<file path="src/rtl/tpu_drain_pkg.sv">
// rtl/tpu_drain_pkg.sv - drain FSM states, lane width and saturation helpers (optional feature macro: TPU_DRAIN_SAT_EN)
package tpu_drain_pkg;

  typedef enum logic [1:0] {
    IDLE  = 2'd0,
    ISSUE = 2'd1,
    FLUSH = 2'd2,
    DONE  = 2'd3
  } drain_state_t;

`ifdef TPU_DRAIN_SAT_EN
  localparam bit SAT_EN = 1'b1;
`else
  localparam bit SAT_EN = 1'b0;
`endif

  // Width of one lane as presented on the output port
  function automatic int lane_width(input int out_w, input int narrow_w);
    return SAT_EN ? narrow_w : out_w;
  endfunction

  // Clamp a sign-extended lane into the signed range of narrow_w bits
  function automatic logic signed [31:0] sat_lane(input logic signed [31:0] v, input int narrow_w);
    logic signed [31:0] hi;
    logic signed [31:0] lo;
    hi = (32'sd1 <<< (narrow_w - 1)) - 32'sd1;
    lo = -hi - 32'sd1;
    if (v > hi) return hi;
    else if (v < lo) return lo;
    else return v;
  endfunction

endpackage

</file>
<file path="src/rtl/tpu_drain_skid.sv">
// rtl/tpu_drain_skid.sv - 2-entry FIFO holding tagged drain beats between SRAM return and the sink
module tpu_drain_skid #(
  parameter int W = 8
) (
  input  logic         clk,
  input  logic         srstn,
  input  logic         i_wvalid,
  input  logic [W-1:0] i_wdata,
  output logic         o_tvalid,
  input  logic         i_tready,
  output logic [W-1:0] o_tdata,
  output logic [1:0]   o_count
);

  logic [W-1:0] r_mem [2];
  logic         r_wptr;
  logic         r_rptr;
  logic [1:0]   r_count;
  logic         w_pop;

  assign o_tvalid = (r_count != 2'd0);
  assign o_tdata  = r_mem[r_rptr];
  assign o_count  = r_count;
  assign w_pop    = o_tvalid && i_tready;

  // Storage, pointers and occupancy; the producer never writes when two entries are held
  always_ff @(posedge clk or negedge srstn) begin
    if (!srstn) begin
      r_mem[0] <= '0;
      r_mem[1] <= '0;
      r_wptr   <= 1'b0;
      r_rptr   <= 1'b0;
      r_count  <= 2'd0;
    end else begin
      if (i_wvalid) begin
        r_mem[r_wptr] <= i_wdata;
        r_wptr        <= ~r_wptr;
      end
      if (w_pop) begin
        r_rptr <= ~r_rptr;
      end
      r_count <= r_count + {1'b0, i_wvalid} - {1'b0, w_pop};
    end
  end

endmodule

</file>
<file path="src/rtl/tpu_out_drain.sv">
// rtl/tpu_out_drain.sv - drains NUM_BANKS output SRAM banks row by row onto a tagged valid/ready stream (optional feature macro: TPU_DRAIN_SAT_EN)
module tpu_out_drain
  import tpu_drain_pkg::*;
#(
  parameter int ARRAY_SIZE     = 8,
  parameter int OUT_DATA_WIDTH = 16,
  parameter int NUM_BANKS      = 3,
  parameter int ROWS           = 2*ARRAY_SIZE-1,
  parameter int ROW_BITS       = $clog2(ROWS),
  parameter int BANK_BITS      = (NUM_BANKS > 1) ? $clog2(NUM_BANKS) : 1,
  parameter int NARROW_WIDTH   = 8,
  localparam int LANE_W        = lane_width(OUT_DATA_WIDTH, NARROW_WIDTH)
) (
  input  logic                                         clk,
  input  logic                                         srstn,
  input  logic                                         start,
  output logic                                         busy,
  output logic                                         done,
  output logic [NUM_BANKS-1:0]                         sram_rd_en,
  output logic [ROW_BITS-1:0]                          sram_raddr,
  input  logic [NUM_BANKS*ARRAY_SIZE*OUT_DATA_WIDTH-1:0] sram_rdata,
  output logic                                         out_valid,
  input  logic                                         out_ready,
  output logic [ARRAY_SIZE*LANE_W-1:0]                 out_data,
  output logic [BANK_BITS-1:0]                         out_bank,
  output logic [ROW_BITS-1:0]                          out_row,
  output logic                                         out_last
);

  localparam int DW = ARRAY_SIZE * LANE_W;
  localparam int PW = DW + BANK_BITS + ROW_BITS + 1;

  drain_state_t         r_state;
  drain_state_t         w_state_nxt;
  logic [BANK_BITS-1:0] r_bank;
  logic [ROW_BITS-1:0]  r_row;
  logic [ROW_BITS-1:0]  r_raddr;
  logic                 r_inflight;
  logic [BANK_BITS-1:0] r_if_bank;
  logic [ROW_BITS-1:0]  r_if_row;
  logic                 r_if_last;
  logic                 w_issue;
  logic                 w_issue_last;
  logic                 w_pop;
  logic                 w_fifo_valid;
  logic [1:0]           w_fifo_cnt;
  logic [2:0]           w_pending;
  logic [DW-1:0]        w_lanes;
  logic [PW-1:0]        w_wdata;
  logic [PW-1:0]        w_head;

  // Reads still owed to the sink once this cycle's pop (if any) is taken out
  assign w_pop        = w_fifo_valid && out_ready;
  assign w_pending    = {1'b0, w_fifo_cnt} + {2'b0, r_inflight} - {2'b0, w_pop};
  assign w_issue_last = (r_bank == BANK_BITS'(NUM_BANKS - 1)) && (r_row == ROW_BITS'(ROWS - 1));

  assign sram_rd_en = w_issue ? (NUM_BANKS'(1) << r_bank) : '0;
  assign sram_raddr = w_issue ? r_row : r_raddr;

  // State register
  always_ff @(posedge clk or negedge srstn) begin
    if (!srstn) r_state <= IDLE;
    else        r_state <= w_state_nxt;
  end

  // Next state, read issue decision and status outputs
  always_comb begin
    w_state_nxt = r_state;
    w_issue     = 1'b0;
    busy        = 1'b0;
    done        = 1'b0;
    case (r_state)
      IDLE: begin
        if (start) w_state_nxt = ISSUE;
      end
      ISSUE: begin
        busy = 1'b1;
        if (w_pending < 3'd2) begin
          w_issue = 1'b1;
          if (w_issue_last) w_state_nxt = FLUSH;
        end
      end
      FLUSH: begin
        busy = 1'b1;
        if (w_pending == 3'd0) w_state_nxt = DONE;
      end
      DONE: begin
        done        = 1'b1;
        w_state_nxt = IDLE;
      end
      default: w_state_nxt = IDLE;
    endcase
  end

  // Bank/row walk and the tag of the read returning next cycle; counters land back at (0,0) after the last issue
  always_ff @(posedge clk or negedge srstn) begin
    if (!srstn) begin
      r_bank     <= '0;
      r_row      <= '0;
      r_raddr    <= '0;
      r_inflight <= 1'b0;
      r_if_bank  <= '0;
      r_if_row   <= '0;
      r_if_last  <= 1'b0;
    end else begin
      r_inflight <= w_issue;
      if (w_issue) begin
        r_if_bank <= r_bank;
        r_if_row  <= r_row;
        r_if_last <= w_issue_last;
        r_raddr   <= r_row;
        if (r_row == ROW_BITS'(ROWS - 1)) begin
          r_row  <= '0;
          r_bank <= w_issue_last ? '0 : r_bank + 1'b1;
        end else begin
          r_row <= r_row + 1'b1;
        end
      end
    end
  end

  // Lanes come from the bank tagged at issue, not the bank currently being walked
  always_comb begin
    w_lanes = '0;
    for (int l = 0; l < ARRAY_SIZE; l++) begin
`ifdef TPU_DRAIN_SAT_EN
      w_lanes[l*LANE_W +: LANE_W] = LANE_W'(sat_lane(32'(signed'(
        sram_rdata[(int'(r_if_bank)*ARRAY_SIZE + l)*OUT_DATA_WIDTH +: OUT_DATA_WIDTH])), NARROW_WIDTH));
`else
      w_lanes[l*LANE_W +: LANE_W] =
        sram_rdata[(int'(r_if_bank)*ARRAY_SIZE + l)*OUT_DATA_WIDTH +: OUT_DATA_WIDTH];
`endif
    end
  end

  assign w_wdata = {w_lanes, r_if_bank, r_if_row, r_if_last};

  tpu_drain_skid #(.W(PW)) u_skid (
    .clk      (clk),
    .srstn    (srstn),
    .i_wvalid (r_inflight),
    .i_wdata  (w_wdata),
    .o_tvalid (w_fifo_valid),
    .i_tready (out_ready),
    .o_tdata  (w_head),
    .o_count  (w_fifo_cnt)
  );

  assign out_valid = w_fifo_valid;
  assign out_data  = w_head[PW-1 -: DW];
  assign out_bank  = w_head[ROW_BITS+1 +: BANK_BITS];
  assign out_row   = w_head[1 +: ROW_BITS];
  assign out_last  = w_fifo_valid && w_head[0];

endmodule

</file>
<file path="config.mk">
export PLATFORM = sky130hd
export DESIGN_NAME = tpu_out_drain
export DESIGN_NICKNAME = d
export VERILOG_FILES = /design/src/rtl/tpu_drain_pkg.sv /design/src/rtl/tpu_drain_skid.sv /design/src/rtl/tpu_out_drain.sv
export SDC_FILE = /design/constraint.sdc
export NUM_CORES = 1
export LEC_CHECK = 0
export BUFFER_PORTS_ARGS = -buffer_cell sky130_fd_sc_hd__buf_2
export CAP_MARGIN = 20
export CORE_UTILIZATION = 23
export CTS_CLUSTER_DIAMETER = 200
export CTS_CLUSTER_SIZE = 24
export DETAILED_ROUTE_END_ITERATION = 6
export PLACE_DENSITY = 0.55
export SLEW_MARGIN = 20
export SYNTH_ARGS = -nofsm -noshare
export SYNTH_HDL_FRONTEND = slang
export SYNTH_SLANG_ARGS = --single-unit
</file>
<file path="constraint.sdc">
create_clock -name clk -period 3.8 [get_ports clk]
set_input_delay 0.38 -clock clk [delete_from_list [all_inputs] [get_ports clk]]
set_output_delay 0.38 -clock clk [all_outputs]
set_load 0.05 [all_outputs]
</file>
==> results of run 1 <==
[kinds of logic after synthesis]
kind of cell / after synthesis / synth area share
AO/OA/AOI/OAI: 396 / 0.1353
XOR/XNOR: 4 / 0.002372
adder cells (fa/ha/maj): 7 / 0.006437
buffers and inverters: 129 / 0.04048
flip-flops: 294 / 0.4980
multiplexers: 281 / 0.2034
AND/OR/NAND/NOR: 435 / 0.1140
[layout make-up]
type                            instances  area (um^2)
Antenna cell                            1        2.502
Clock buffer                           19        432.9
Clock inverter                          1        20.02
Fill cell                            6654        44400
Inverter                               10        37.54
Multi-Input combinational cell       1123         6843
Sequential cell                       294         7368
Tap cell                              846         1059
Timing Repair Buffer                  574         3148
[critical path: stages, from the launching register on]
cell and delay, ps:
dfrtp_1 430, inv_1 120, nand2_1 80, and2_1 180
ha_1 280, inv_1 40, ha_1 200, fa_2 590
inv_1 60, nand3_2 70, buf_4 220, nand2_1 70
nand2_1 80, buf_2 260
[how the worst min path moves through the flow]
stage                                       start                             to  slack [ps]
detailed placement           r_raddr[0]$_DFF_PN0_           r_raddr[0]$_DFF_PN0_         460
floorplan                                   srstn          r_bank[0]$_DFFE_PN0P_          80
finish                            sram_rdata[238]  u_skid.r_mem[252]$_DFFE_PN0P_         140
global route                      sram_rdata[244]  u_skid.r_mem[123]$_DFFE_PN0P_         130
global placement    u_skid.r_mem[248]$_DFFE_PN0P_  u_skid.r_mem[248]$_DFFE_PN0P_         460
CTS                               sram_rdata[238]  u_skid.r_mem[117]$_DFFE_PN0P_          90
[where the power goes]
| group | leakage (nW) | switching (mW) | internal (mW) |
|---|---|---|---|
| sequential | 3.42 | 1.01 | 4.59 |
| combinational | 4.97 | 7.83 | 3.54 |
| clock | 0.222 | 1.05 | 0.824 |
[layer usage]
metal	global-route usage	wire length (um)	vias up
met3	0.02748	2378	47
li1	-	-	6213
met1	0.1555	17990	6004
met5	0	0	-
met2	0.2304	22180	342
met4	0.03665	1221	0
[sequential cells by signal, indices dropped and copies added (netlist names), 2 cells and up]
register        cells
r_bank              2
r_if_bank           2
r_if_row            4
r_raddr             4
r_row               4
r_state             2
u_skid.o_count      2
u_skid.r_mem      270
[per-stage QoR]
| stage | total power [mW] | util | hold slack (ps) | instances |
|---|---|---|---|---|
| 6_report | 18.86 | 0.2987 | 141.0 | 2868 |
| 5_1_grt | 20.17 | 0.2987 | 128.0 | 2868 |
| 4_1_cts | 19.17 | 0.2985 | 85.06 | 2867 |
| 3_5_place_dp | 17.16 | 0.2912 | 460.7 | 2846 |
| 3_3_place_gp | 16.91 | 0.2912 | 457.4 | 2846 |
| 2_1_floorplan | 14.13 | - | 84.41 | 1546 |
[synthesized netlist by cell type]
cell type and count:
a21oi_1 259, and2_1 4, buf_1 12, buf_2 58, buf_4 11, clkbuf_1 38
dfrtp_1 294, fa_1 1, ha_1 6, inv_1 10, mux2_2 150, mux2_4 1
mux2i_1 130, nand2_1 159, nand2b_1 3, nand3_1 1, nand3_2 2, nand4b_2 1
nor2_1 261, nor2b_1 3, nor3_1 1, o21ai_0 133, o21ai_1 1, o31ai_1 2
o41ai_2 1, xnor2_1 1, xor2_1 3
[what timing repair did]
action	CTS	global route
setup endpoints to repair	0	4
hold buffers	1	0
gates resized for setup	0	5
hold endpoints to repair	101	0
==> results.cfg, run 1 <==
[clocking]
cts.path.max_buffers = 3
clk_latency_ps = 530
cts_setup_buffers = 0
cts.sinks = 294
htreeDepth = 1
cts_buffers = 16
cts.clk_slew.worst_paths_ps = 100
cts_tree = yes
cts_root_buffer = clkbuf_16

[drt]
drt_iter0_markers = 507
wl_per_cell_um = 15.26
postRouteAntennaNets = 0
wl_mm = 43.76
firstDrtPassIters = 5
drc_errors = 0
viasPerCell = 4.395
vias = 12610

[timing]
max_freq_mhz = 278.7
finalCritPeriodShare = 0.9441
worstMarginPinSlew_ps = 953.0
setup_ws_ps = 212.3
maxSlewViolCount = 0
maxSlewHeadroom = 0.3647
grt_setup_unrepaired = no
final-setup-viol-count = 0
timing_hold_violations_final = 0
finalCriticalPeriod_ps = 3588
fin_setup_tns_ps = 0
clock_skew_ps = 16.27

[status]
status = complete, no violations

[layout]
synthToLayoutAreaGrowth_pct = 28.01
layout_commonest_cell = buf_2
fin_area_um2 = 18910
layout_common_cells = buf_2, dfrtp_1, nor2_1
layout-drive-gt1-share = 0.3736
fin_nets = 2414

[critical_path]
arrival_ps = 3210
endpoint = sram_raddr[3]
r2r_start = u_skid.o_count[1]$_DFF_PN0_
r2r_slack_ps = 960
start_kind = flop
regToRegEndpoint = r_bank[1]$_DFFE_PN0P_
setup.worst_path.start = u_skid.o_count[1]$_DFF_PN0_
critPathRequiredTime_ps = 3420
path_max_fanout = 17
end_kind = primary output
crit_type = flop to primary output
worstRegToRegCells = 12

[global_routing]
grt_max_degree = 121
grt_pass1_vias = 12620
antenna_found_initial = 3
grt-ovfl-total = 0
grt_usage = 0.1293
grt_pass1_wl_mm = 68.81

[die]
core_um2 = 63310
die_area_um2 = 65250
die_x_um = 255.4
std_cell_rows = 92
die_y_um = 255.4
start_util = 0.2333
io_pins = 533

[synthesis]
synth_warnings = 0
ys_ff_latch = 294
synth.distinct_cells = 27
syn_avg_cell_area_um2 = 9.556
yosysTopAreaCell = dfrtp_1
synth.area.top_cells = dfrtp_1, mux2_2, mux2i_1, a21oi_1, nor2_1
syn_area_um2 = 14770
seq_area_frac_synth = 0.4980
synth_top_area_share = 0.4980
syn-num-nets = 1941
synth_cells = 1546

[placed_design]
place_area_um2 = 18440
place_hpwl_mm = 32.31
io_buffers = 532
dp_slack_ps = 759.0
gp_congestion = 0.9238

[hold_path]
hold_class = input pin to flop
min_path_cells = 3

[power]
power_density_nw_per_um2 = 997.1
leakagePower_nw = 8.611
ir_drop_uv = 597.2

[run]
cap_violations = 0
Power figures use the tool's default switching activity.
==> inputs of run 2 (changes only) <==
--- a/config.mk
+++ b/config.mk
@@ -15,4 +15,5 @@
 export SLEW_MARGIN = 20
 export SYNTH_ARGS = -nofsm -noshare
 export SYNTH_HDL_FRONTEND = slang
+export SYNTH_HIERARCHICAL = 1
 export SYNTH_SLANG_ARGS = --single-unit
==> results.cfg, run 2 <==
[critical_path]
r2r_start = u_skid/o_count[1]$_DFF_PN0_
path_cells = or2_2, and2_1, ha_1, inv_1, ha_1, fa_2, inv_1, nand3_2, clkinvlp_4, nand2_1, nand2_1, buf_4
cp.buffers_inverters = 4
setup.worst_path.start = u_skid/o_count[1]$_DFF_PN0_
worst_path_dominant_cell_family = adder cells
endpoint = sram_raddr[3]
r2r_slack_ps = 780
critPathRequiredTime_ps = 3420
start_kind = flop
path_max_fanout = 8
crit_type = flop to primary output
arrival_ps = 3250
cpMaxStageDelayCell = fa_2
slowest_delay_ps = 580
worstRegToRegCells = 12
crit_cells = 12
regToRegEndpoint = r_row[3]$_DFFE_PN0P_
end_kind = primary output

[layout]
top_register = u_skid/r_mem
layout_commonest_cell = buf_2
num_antenna_cells = 0
fin_area_um2 = 19600
layout_common_cells = buf_2, mux2_2, dfrtp_1
synthToLayoutAreaGrowth_pct = 27.39
largest_register_ffs = 270
layout-drive-gt1-share = 0.5386
fin_nets = 2157

[placed_design]
io_buffers = 532
place_area_um2 = 19050
gp_congestion = 0.8098
place_hpwl_mm = 30.71

[synthesis]
synthArstFlopShare = 1.000
yosysTopAreaCell = dfrtp_1
yosysMostFrequentCell = mux2_2
syn_avg_cell_area_um2 = 12.15
syn_area_um2 = 15390
ys_ff_latch = 294
synth_cells = 1266
synth.area.top_cells = dfrtp_1, mux2_2, mux2i_1, o21ai_0, mux2_1
synth_edf_count = 0
yosys-top-cells-count = mux2_2, dfrtp_1, nand2_1
synth_top_area_share = 0.4782
synth.distinct_cells = 29
syn-num-nets = 1663
synthFlopType = dfrtp_1
seq_area_frac_synth = 0.4782
synth_warnings = 6

[clocking]
cts_buffers = 16
cts.clk_slew.worst_paths_ps = 100
htreeDepth = 1
cts_tree = yes
cts_root_buffer = clkbuf_16
clk_latency_ps = 530
cts.path.max_buffers = 3
cts.sinks = 294

[timing]
grt_setup_unrepaired = no
max_freq_mhz = 275.1
timing_hold_violations_final = 0
fin_setup_tns_ps = 0
hold_ws_ps = 208.2
clock_skew_ps = 24.30
finalCriticalPeriod_ps = 3635
worstMarginPinSlew_ps = 850.8
finalCritPeriodShare = 0.9565
maxSlewViolCount = 0
maxSlewHeadroom = 0.4328
final-setup-viol-count = 0

[drt]
drt_iter0_markers = 339
firstDrtPassIters = 6
wl_met1_mm = 17.27
vias = 11380
postRouteAntennaNets = 0
wl_mm = 41.56
wl_per_cell_um = 15.83
drc_errors = 65
wl_met3_mm = 2.001
top_layer = met4
wl_met2_mm = 21.51
viasPerCell = 4.332

[global_routing]
antenna_found_initial = 0
grt_max_degree = 133
grt_usage = 0.1163
grt_pass1_vias = 11640
grt-ovfl-total = 0
grt_pass1_wl_mm = 63.30

[run]
cap_violations = 0

[die]
core_um2 = 65980
start_util = 0.2332
std_cell_rows = 94
die_y_um = 260.6
die_x_um = 260.6
io_pins = 533
die_area_um2 = 67930

[power]
power_mw = 19.08
leakagePower_nw = 8.545
power_density_nw_per_um2 = 973.6
ir_drop_uv = 523.7

[status]
violations = DRC
status = complete, but fails checks

[hold_path]
hold_class = input pin to flop
-- run 2: cell types whose count changed in the layout (fill, tap and decap cells not counted), moves of 2 or more --
cell,change
mux2_2,+200
a21oi_1,-257
mux2_1,+58
ha_1,+2
xnor2_1,+2
clkbuf_4,-3
buf_4,-5
buf_2,-3
buf_6,+2
nor2_1,-256
-- run 2: stage by stage --
stage	setup slack (ps)	utilization	cells
4_1_cts	0.5658	0.2964	2624
6_report	165.5	0.2971	2626
2_1_floorplan	181.8	-	1266
3_3_place_gp	537.1	0.2887	2600
5_1_grt	19.98	0.2971	2626
3_5_place_dp	416.6	0.2887	2600
-- run 2: how the worst min path moves through the flow --
stage | start | end | slack, ps | depth (start not counted)
final | out_ready | u_skid/r_rptr$_DFFE_PN0P_ | 210 | 3
after global routing | out_ready | u_skid/r_rptr$_DFFE_PN0P_ | 170 | 3
after floorplan | srstn | r_bank[0]$_DFFE_PN0P_ | 80 | 0
after detailed placement | r_raddr[0]$_DFF_PN0_ | r_raddr[0]$_DFF_PN0_ | 460 | 2
after global placement | r_raddr[0]$_DFF_PN0_ | r_raddr[0]$_DFF_PN0_ | 460 | 2
after CTS | out_ready | u_skid/r_rptr$_DFFE_PN0P_ | 140 | 3
-- run 2: routing by layer --
layer	up-vias	GRT usage
met3	34	0.02176
met1	5646	0.1411
met2	265	0.2124
li1	5431	-
met4	0	0.02339
met5	-	0
-- run 2: layout make-up --
cell class / instances / area (um^2)
Fill cell: 6812 / 46380
Multi-Input combinational cell: 872 / 7548
Sequential cell: 294 / 7370
Timing Repair Buffer: 565 / 3103
Tap cell: 864 / 1081
Clock buffer: 19 / 432.9
Inverter: 11 / 45.04
Clock inverter: 1 / 20.02
-- run 2: cells by family after synthesis --
family / Yosys count / share of synthesized area
AO/OA/AOI/OAI: 138 / 0.04611
XOR/XNOR: 6 / 0.003416
adder cells (fa/ha/maj): 9 / 0.007807
buffers and inverters: 100 / 0.03334
flip-flops: 294 / 0.4782
multiplexers: 538 / 0.3835
AND/OR/NAND/NOR: 181 / 0.04765
-- run 2: worst min-delay path: stages --
cell and delay (ps):
buf_2 90, o21a_1 170, xor2_1 80
-- run 2: timing repair --
| action | CTS | global route |
|---|---|---|
| hold buffers | 1 | 0 |
| pin swaps | 0 | 0 |
| endpoints found under the setup margin | 6 | 7 |
| gates resized for setup | 8 | 4 |
| hold endpoints to repair | 1 | 0 |
| buffers inserted | 3 | 1 |
-- run 2: power by group --
part,internal (mW),leakage [nW],switching (mW)
Sequential,4.71,3.46,1.02
Combinational,4.17,4.86,7.32
Clock,0.825,0.222,1.05
